[config.mk]
export PLATFORM = sky130hd
export DESIGN_NAME = tma_model_mem_arbiter
export DESIGN_NICKNAME = d
export VERILOG_FILES = /design/src/rtl/tma_pkg.sv /design/src/rtl/tma_rd_tag_pipe.sv /design/src/rtl/tma_model_mem_arbiter.sv
export SDC_FILE = /design/constraint.sdc
export NUM_CORES = 1
export LEC_CHECK = 0
export BUFFER_PORTS_ARGS = -buffer_cell sky130_fd_sc_hd__buf_4
export CAP_MARGIN = 20
export CELL_PAD_IN_SITES_DETAIL_PLACEMENT = 0
export CELL_PAD_IN_SITES_GLOBAL_PLACEMENT = 2
export CORE_MARGIN = 2
export CORE_UTILIZATION = 11
export DETAILED_ROUTE_END_ITERATION = 10
export PLACE_DENSITY = 0.91
export SYNTH_ARGS = -nofsm -noshare
export SYNTH_HDL_FRONTEND = slang
export SYNTH_SLANG_ARGS = --single-unit
[constraint.sdc]
create_clock -name clk -period 1.8 [get_ports clk]
set_input_delay 0.18 -clock clk [delete_from_list [all_inputs] [get_ports clk]]
set_output_delay 0.18 -clock clk [all_outputs]
set_load 0.03 [all_outputs]
[src/rtl/tma_pkg.sv]
// Shared types and limits for the TMA model-memory arbiter.
package tma_pkg;

  typedef enum logic [1:0] {
    ARB_OPEN,
    ARB_INFER,
    ARB_DRAIN
  } arb_state_t;

  typedef enum logic {
    OWN_HOST,
    OWN_DEC
  } owner_t;

  localparam int TMA_ARB_MAX_RD_LAT = 4;

endpackage

[src/rtl/tma_rd_tag_pipe.sv]
// Owner tag pipeline: follows each SRAM read for RD_LAT cycles so that the
// returning data can be routed to the requester that issued the read.
module tma_rd_tag_pipe
  import tma_pkg::*;
#(
  parameter int RD_LAT = 1
) (
  input  logic   clk,
  input  logic   rst,
  input  logic   push,
  input  owner_t owner,
  output logic   out_valid,
  output owner_t out_owner,
  output logic   any_valid
);

  logic [RD_LAT-1:0] r_valid;
  owner_t            r_owner [RD_LAT];

  // NOTE: sequential state uses non-blocking assignments so every stage
  // samples its predecessor's old value and the shift is order-independent.
  always_ff @(posedge clk) begin
    if (rst) begin
      r_valid <= '0;
    end else begin
      r_valid[0] <= push;
      for (int i = 1; i < RD_LAT; i++) begin
        r_valid[i] <= r_valid[i-1];
      end
    end
  end

  // NOTE: owner tags are only meaningful under their valid bit, so they carry
  // no reset; keeping them out of the reset block avoids a needless reset mux.
  always_ff @(posedge clk) begin
    r_owner[0] <= owner;
    for (int i = 1; i < RD_LAT; i++) begin
      r_owner[i] <= r_owner[i-1];
    end
  end

  assign out_valid = r_valid[RD_LAT-1];
  assign out_owner = r_owner[RD_LAT-1];
  assign any_valid = |r_valid;

endmodule

[src/rtl/tma_model_mem_arbiter.sv]
// Single-port model SRAM arbiter between host loader and clause decoder.
// Optional build macro TMA_ARB_STALL_CNT_EN adds a host stall counter.
module tma_model_mem_arbiter
  import tma_pkg::*;
#(
  parameter int ADDR_W         = 12,
  parameter int DATA_W         = 32,
  parameter int RD_LAT         = 1,
  parameter int HOST_BURST_MAX = 8
) (
  input  logic              clk,
  input  logic              rst,
  input  logic              inf_active,
  input  logic              host_req,
  input  logic              host_we,
  input  logic [ADDR_W-1:0] host_addr,
  input  logic [DATA_W-1:0] host_wdata,
  output logic              host_gnt,
  output logic              host_rvalid,
  output logic [DATA_W-1:0] host_rdata,
  input  logic              dec_req,
  input  logic [ADDR_W-1:0] dec_addr,
  output logic              dec_gnt,
  output logic              dec_rvalid,
  output logic [DATA_W-1:0] dec_rdata,
  output logic              mem_cs,
  output logic              mem_we,
  output logic [ADDR_W-1:0] mem_addr,
  output logic [DATA_W-1:0] mem_wdata,
  input  logic [DATA_W-1:0] mem_rdata,
`ifdef TMA_ARB_STALL_CNT_EN
  input  logic              stall_cnt_clr,
  output logic [15:0]       host_stall_cnt,
`endif
  output logic              arb_busy
);

  localparam int CNT_W = $clog2(HOST_BURST_MAX + 1);

  arb_state_t       r_state;
  logic [CNT_W-1:0] r_starve_cnt;

  logic   w_starve;
  logic   w_host_gnt;
  logic   w_dec_gnt;
  logic   w_rd_push;
  owner_t w_push_owner;
  logic   w_tag_valid;
  owner_t w_tag_owner;
  logic   w_any_valid;

  // NOTE: every output of this block gets a default first, so no path through
  // the case statement can leave a value held and infer a latch.
  always_comb begin
    w_starve   = 1'b0;
    w_host_gnt = 1'b0;
    w_dec_gnt  = 1'b0;
    if (!rst) begin
      case (r_state)
        ARB_OPEN: begin
          w_starve   = (r_starve_cnt == CNT_W'(HOST_BURST_MAX)) && dec_req;
          w_host_gnt = host_req && !w_starve;
          w_dec_gnt  = dec_req && !w_host_gnt;
        end
        ARB_INFER: w_dec_gnt = dec_req;
        default: ;
      endcase
    end
  end

  assign host_gnt  = w_host_gnt;
  assign dec_gnt   = w_dec_gnt;
  assign mem_cs    = w_host_gnt || w_dec_gnt;
  assign mem_we    = w_host_gnt && host_we;
  assign mem_addr  = w_host_gnt ? host_addr : (w_dec_gnt ? dec_addr : '0);
  assign mem_wdata = w_host_gnt ? host_wdata : '0;

  assign w_rd_push    = (w_host_gnt && !host_we) || w_dec_gnt;
  assign w_push_owner = w_dec_gnt ? OWN_DEC : OWN_HOST;

  // The state only moves on the edge, so the cycle inf_active rises still
  // arbitrates under open rules and a host access granted then completes.
  always_ff @(posedge clk) begin
    if (rst) begin
      r_state      <= ARB_OPEN;
      r_starve_cnt <= '0;
    end else begin
      case (r_state)
        ARB_OPEN:  if (inf_active)   r_state <= ARB_INFER;
        ARB_INFER: if (!inf_active)  r_state <= ARB_DRAIN;
        ARB_DRAIN: if (!w_any_valid) r_state <= ARB_OPEN;
        default:                     r_state <= ARB_OPEN;
      endcase

      if (r_state != ARB_OPEN || w_dec_gnt || !dec_req) begin
        r_starve_cnt <= '0;
      end else if (w_host_gnt) begin
        r_starve_cnt <= r_starve_cnt + CNT_W'(1);
      end
    end
  end

  tma_rd_tag_pipe #(
    .RD_LAT (RD_LAT)
  ) u_tag_pipe (
    .clk       (clk),
    .rst       (rst),
    .push      (w_rd_push),
    .owner     (w_push_owner),
    .out_valid (w_tag_valid),
    .out_owner (w_tag_owner),
    .any_valid (w_any_valid)
  );

  assign host_rvalid = w_tag_valid && (w_tag_owner == OWN_HOST);
  assign dec_rvalid  = w_tag_valid && (w_tag_owner == OWN_DEC);
  assign host_rdata  = host_rvalid ? mem_rdata : '0;
  assign dec_rdata   = dec_rvalid ? mem_rdata : '0;
  assign arb_busy    = (r_state != ARB_OPEN);

`ifdef TMA_ARB_STALL_CNT_EN
  logic [15:0] r_host_stall_cnt;

  always_ff @(posedge clk) begin
    if (rst || stall_cnt_clr) begin
      r_host_stall_cnt <= '0;
    end else if (host_req && !w_host_gnt && r_host_stall_cnt != 16'hFFFF) begin
      r_host_stall_cnt <= r_host_stall_cnt + 16'd1;
    end
  end

  assign host_stall_cnt = r_host_stall_cnt;
`endif

endmodule

==> After elaboration in Yosys (flattened, before gate mapping) <==
Memories as Yosys holds them, arrays and structs flattened.
Cells that the tools add are included.
{ "op_classes": {"n_bitwise": 1, "add_sub_neg": 1, "n_eq_ne": 6, "n_reduce_logical": 19, "mux": 14} }
{ "ops": {"columns": ["cell", "n"], "rows": [
  ["$mux 32", 3],
  ["$mux 12", 2],
  ["$logic_and 1x1->1", 7],
  ["$mux 2", 3],
  ["$ne 2x2->1 const B", 3],
  ["$pmux 2 s3", 1],
  ["$add 4x1->4 const B", 1],
  ["$eq 4x4->1 const B", 1],
  ["$logic_not 1->1", 4],
  ["$logic_or 1x1->1", 4],
  ["$mux 1", 4],
  ["$reduce_and 3->1", 1],
  ["$eq 2x1->1 const B", 1],
  ["$eq 2x2->1 const B", 1],
  ["$logic_not 2->1", 1],
  ["$pmux 1 s2", 1],
  ["$reduce_bool 2->1", 1],
  ["$reduce_or 2->1", 1],
  ["$not 1->1", 1]
]} }
{ "word_totals": {"mem_count": 1, "ramBits": 1, "in_bits": 94, "out_inout_bits": 115, "reg_bits": 7, "word_cells": 45} }
{ "mem_list": {"columns": ["memory", "words", "word_bits", "rd", "rd_ports_with_merged_regs", "wr", "line", "rtl"], "rows": [
  ["u_tag_pipe.r_owner", 1, 1, 1, 0, 1, "tma_rd_tag_pipe.sv:18", "owner_t r_owner [RD_LAT];"]
]} }

==> Logic depth before layout (Yosys ltp) <==
{ "depth": {"word_depth": 11, "mapped_depth": 7, "ltp_nobuf": 5} }

==> Cells and area by module <==
A second synthesis with hierarchy kept.
{ "hier_totals": {"cells_unflattened": 191, "area_unflattened_um2": 1296.2} }
{ "by_module_without_submodules": {"columns": ["mod", "instances", "seq_area_each_um2", "cells_each", "area_per_inst_um2"], "rows": [
  ["tma_model_mem_arbiter", 1, 120.1, 187, 1234.9],
  ["tma_rd_tag_pipe", 1, 40.0, 4, 61.3]
]} }

==> Least setup slack after synthesis <==
Ideal clock, no wire load.
{ "synth_timing": {"path_type": "register to output", "start": "register r_starve_cnt[0]", "end": "output mem_addr[2]", "n_path_buf": 1, "stages_incl_launch_ff": 7, "slack_ns": -0.099, "t_arrival_ns": 1.719, "path_cell_list": "dfxtp_1 > inv_1 > ha_1 > nand4b_4 > and2_1 > buf_2 > o21ai_0"} }
{ "synth_between": {"elab_chain_len": 10} }
{ "synth_lines": {"columns": ["element", "line", "rtl"], "rows": [
  ["from (decl)", "tma_model_mem_arbiter.sv:41", "logic [CNT_W-1:0] r_starve_cnt;"],
  ["from (signal assigned)", "tma_model_mem_arbiter.sv:98", "r_starve_cnt <= r_starve_cnt + CNT_W'(1);"],
  ["$eq 4x4->1 (*)", "tma_model_mem_arbiter.sv:61", "w_starve = (r_starve_cnt == CNT_W'(HOST_BURST_MAX)) && dec_req;"],
  ["$logic_and 1x1->1 (*)", "tma_model_mem_arbiter.sv:61", null],
  ["$logic_not 1->1 (*)", "tma_model_mem_arbiter.sv:62", "w_host_gnt = host_req && !w_starve;"],
  ["$logic_and 1x1->1 (*)", "tma_model_mem_arbiter.sv:62", null],
  ["$logic_not 1->1", "tma_model_mem_arbiter.sv:63", "w_dec_gnt = dec_req && !w_host_gnt;"],
  ["$logic_and 1x1->1", "tma_model_mem_arbiter.sv:63", null],
  ["$pmux 1 s2", "tma_model_mem_arbiter.sv:59", "case (r_state)"],
  ["$mux 1", "tma_model_mem_arbiter.sv:58", "if (!rst) begin"],
  ["$mux 12", "tma_model_mem_arbiter.sv:75", "assign mem_addr = w_host_gnt ? host_addr : (w_dec_gnt ? dec_addr : '0);"],
  ["$mux 12 (*)", "tma_model_mem_arbiter.sv:75", null],
  ["to (decl)", "tma_model_mem_arbiter.sv:28", "output logic [ADDR_W-1:0] mem_addr,"]
]} }
Mark *: on every way between the ends. The rest lies on a longest branch, timed or not.

==> Final worst setup path <==
{ "layout_timing": {"start": "register r_starve_cnt[0]", "end": "output mem_wdata[26]"} }
{ "layout_between": {"elab_chain_len": 7} }
{ "layout_lines": {"columns": ["element", "line", "rtl"], "rows": [
  ["$eq 4x4->1", "tma_model_mem_arbiter.sv:61", null],
  ["$logic_and 1x1->1", "tma_model_mem_arbiter.sv:61", null],
  ["$logic_not 1->1", "tma_model_mem_arbiter.sv:62", null],
  ["$logic_and 1x1->1", "tma_model_mem_arbiter.sv:62", null],
  ["$mux 1", "tma_model_mem_arbiter.sv:59", null],
  ["$mux 1", "tma_model_mem_arbiter.sv:58", null],
  ["$mux 32", "tma_model_mem_arbiter.sv:76", "assign mem_wdata = w_host_gnt ? host_wdata : '0;"],
  ["to (decl)", "tma_model_mem_arbiter.sv:29", "output logic [DATA_W-1:0] mem_wdata,"]
]} }
Every way passes these cells.

==> results.ini <==
[critical_path]
critPathArrivalTime_ns = 1.59
cp-start-kind = register
worst_ep_required_time_ns = 1.62
worstSetupEndpointType = output port
worstSetupPathType = register to output port
crit_path_max_fanout = 19

[clock_tree]
cts_tree = yes
cts_max_path_buffers = 2
cts_sinks = 8
clock_latency_ns = 0.23
cts_hold_buf = 0
root_buffer = clkbuf_16
cts.reportedPaths.clkPinSlew_ns = 0.04
htree_levels = 1
cts_buffers = 3

[die]
die_width_um = 112
row_count = 39
start_util = 0.112
fp.dieH_um = 112
ios = 209
dieArea_mm2 = 0.0125
core_area_mm2 = 0.0114

[synth]
syn_avg_cell_area_um2 = 6.75
ys_warn_count = 0
synth_seq_cells = 8
syn_area_mm2 = 0.00127
synthCells = 189
synth_fp_nets = 285
ys_types = 27
synth.yosys.seq_area_share = 0.126

[place]
gp_congestion = 0.787
placed_cell_area_mm2 = 0.00297
hpwl_um = 5300
place_worst_setup_slack_ns = 0.0786
place_inst = 528
port_buffers = 208

[grt]
antenna_found_initial = 0
grt_pass1_wl_um = 9980
grt_usage = 0.0966
grt.overflow.total = 0
grt_pass1_vias = 1872
grt_max_degree = 35

[cells_and_area]
multi_input_comb_area_mm2 = 0.00102
drive_above_1_share = 0.593
regArea_um2 = 163
final_util = 0.278
fin_cells = 534
fillCellCount = 1218
num_antenna_cells = 0
area_growth_pct = 148
final_nets = 489
fin_area_mm2 = 0.00316

[timing]
post-route-period-util = 0.986
rsz0062_at_grt = true
skew_ns = 0.00239
drv_slew = 0
setup_slack_ns = 0.0256
hold_viol = 0
fmax_mhz = 564
period_needed_ns = 1.77
setup_viol = 0
relSlewSlack = 0.806
worst_pin_slew_ns = 0.291

[detailed_routing]
vias = 2051
viasPerCell = 3.84
dr.pass1.iters = 4
wl_per_cell_um = 12.7
drc = 0
drt_iter0_drc = 52
routed_wl_um = 6780
postRouteAntennaNets = 0

[power]
vdd_ir_drop_max_mv = 0.337
powerDensity_mw_per_mm2 = 410
leakage_uw = 0.00176
power.total_uw = 1290

[run]
maxCapViolCount = 0

[outcome]
outcome = completed

[min_path]
hold_class = primary input to register

-- worst paths after layout --
kind | start | end | slack [ns] | depth (start not counted)
worst max-delay path | r_starve_cnt[0] | mem_wdata[26] | 0.03 | 6
worst min-delay path | rst | r_state[1] | 0.14 | 2
worst max register to register | r_starve_cnt[0] | r_starve_cnt[1] | 0.39 | 6
worst min register to register | r_state[0] | r_state[1] | 0.48 | 2
-- synth_stat cells (all sizes together) --
library cell | instances | area, um^2
a21boi | 1 | 7.51
a21oi | 1 | 5.00
and2 | 68 | 425
and2b | 1 | 7.51
and3 | 37 | 236
buf | 7 | 56.3
clkbuf | 13 | 48.8
dfxtp | 8 | 160
ha | 2 | 25.0
inv | 2 | 7.51
nand2 | 2 | 7.51
nand3 | 13 | 65.1
nand3b | 1 | 7.51
nand4 | 12 | 75.1
nand4b | 1 | 23.8
nor2 | 3 | 18.8
nor2b | 1 | 6.26
o21a | 1 | 7.51
o21ai | 12 | 60.1
or2 | 1 | 6.26
xnor2 | 1 | 8.76
xor2 | 1 | 8.76
-- sequential cells by signal, indices dropped and copies added, names as in the netlist --
signal,flops
u_tag_pipe.any_valid,1
r_starve_cnt,4
r_state,2
u_tag_pipe.r_owner,1
-- routing by layer --
metal | track usage | routed length [um] | vias to the layer above
li1 | - | - | 1048
met3 | 0.0169 | 394 | 6
met5 | 0 | 0 | -
met4 | 0.0313 | 101 | 0
met1 | 0.115 | 2730 | 911
met2 | 0.176 | 3560 | 86
-- report_power, final --
part / internal [uW] / switching, uW
clock network: 286 / 80.2
registers: 185 / 4.51
logic: 340 / 399
total: 810 / 484
-- cell families after synthesis --
logic type	after synthesis	synth area share
compound gates	15	0.0628
xor+xnor	2	0.0137
fa+ha+maj	2	0.0196
buf+inv	22	0.0883
flops	8	0.126
simple gates	140	0.690
-- area by class of cell --
class                   instances  share of cell area
clock buffers                   3              0.0238
inverters                       2             0.00238
multi-input cells             160               0.324
flip-flops and latches          8              0.0515
well taps                     143              0.0566
repair buffers                218               0.542
-- through the flow --
stage                     setup TNS [ns]  hold WS, ns
final                                  0        0.140
after global routing              -0.782        0.145
after CTS                              0        0.139
after detailed placement               0        0.379
after global placement                 0        0.371
after floorplan                   -0.791        0.249
-- worst max-delay path: stages (launching register included) --
cell      delay [ns]
dfxtp_2         0.33
inv_1           0.06
ha_1            0.22
nand4b_4        0.13
and3_4          0.30
and2_1          0.18
buf_6           0.14
-- cells in the final DEF, fill, tap and decap left out, types with 2 or more instances in the layout --
| cell | Yosys | layout |
|---|---|---|
| buf_6 | 3 | 20 |
| ha_1 | 2 | 2 |
| nand2_1 | 2 | 2 |
| o21ai_1 | 1 | 9 |
| dfxtp_1 | 8 | 6 |
| nand4_1 | 12 | 12 |
| and3_1 | 36 | 36 |
| nand3_1 | 13 | 13 |
| inv_1 | 2 | 2 |
| and2_1 | 68 | 67 |
| o21ai_0 | 11 | 2 |
| dfxtp_2 | 0 | 2 |
| buf_4 | 1 | 198 |
| clkbuf_16 | 0 | 3 |
| and3_4 | 1 | 2 |
-- what timing repair did --
item,4_1_cts,5_1_grt
endpoints found under the setup margin,46,43
pin swaps,1,0
gates resized for setup,9,28
gates cloned,1,0
buffers inserted,1,1
Note: power is estimated with default switching activity, not from simulation.
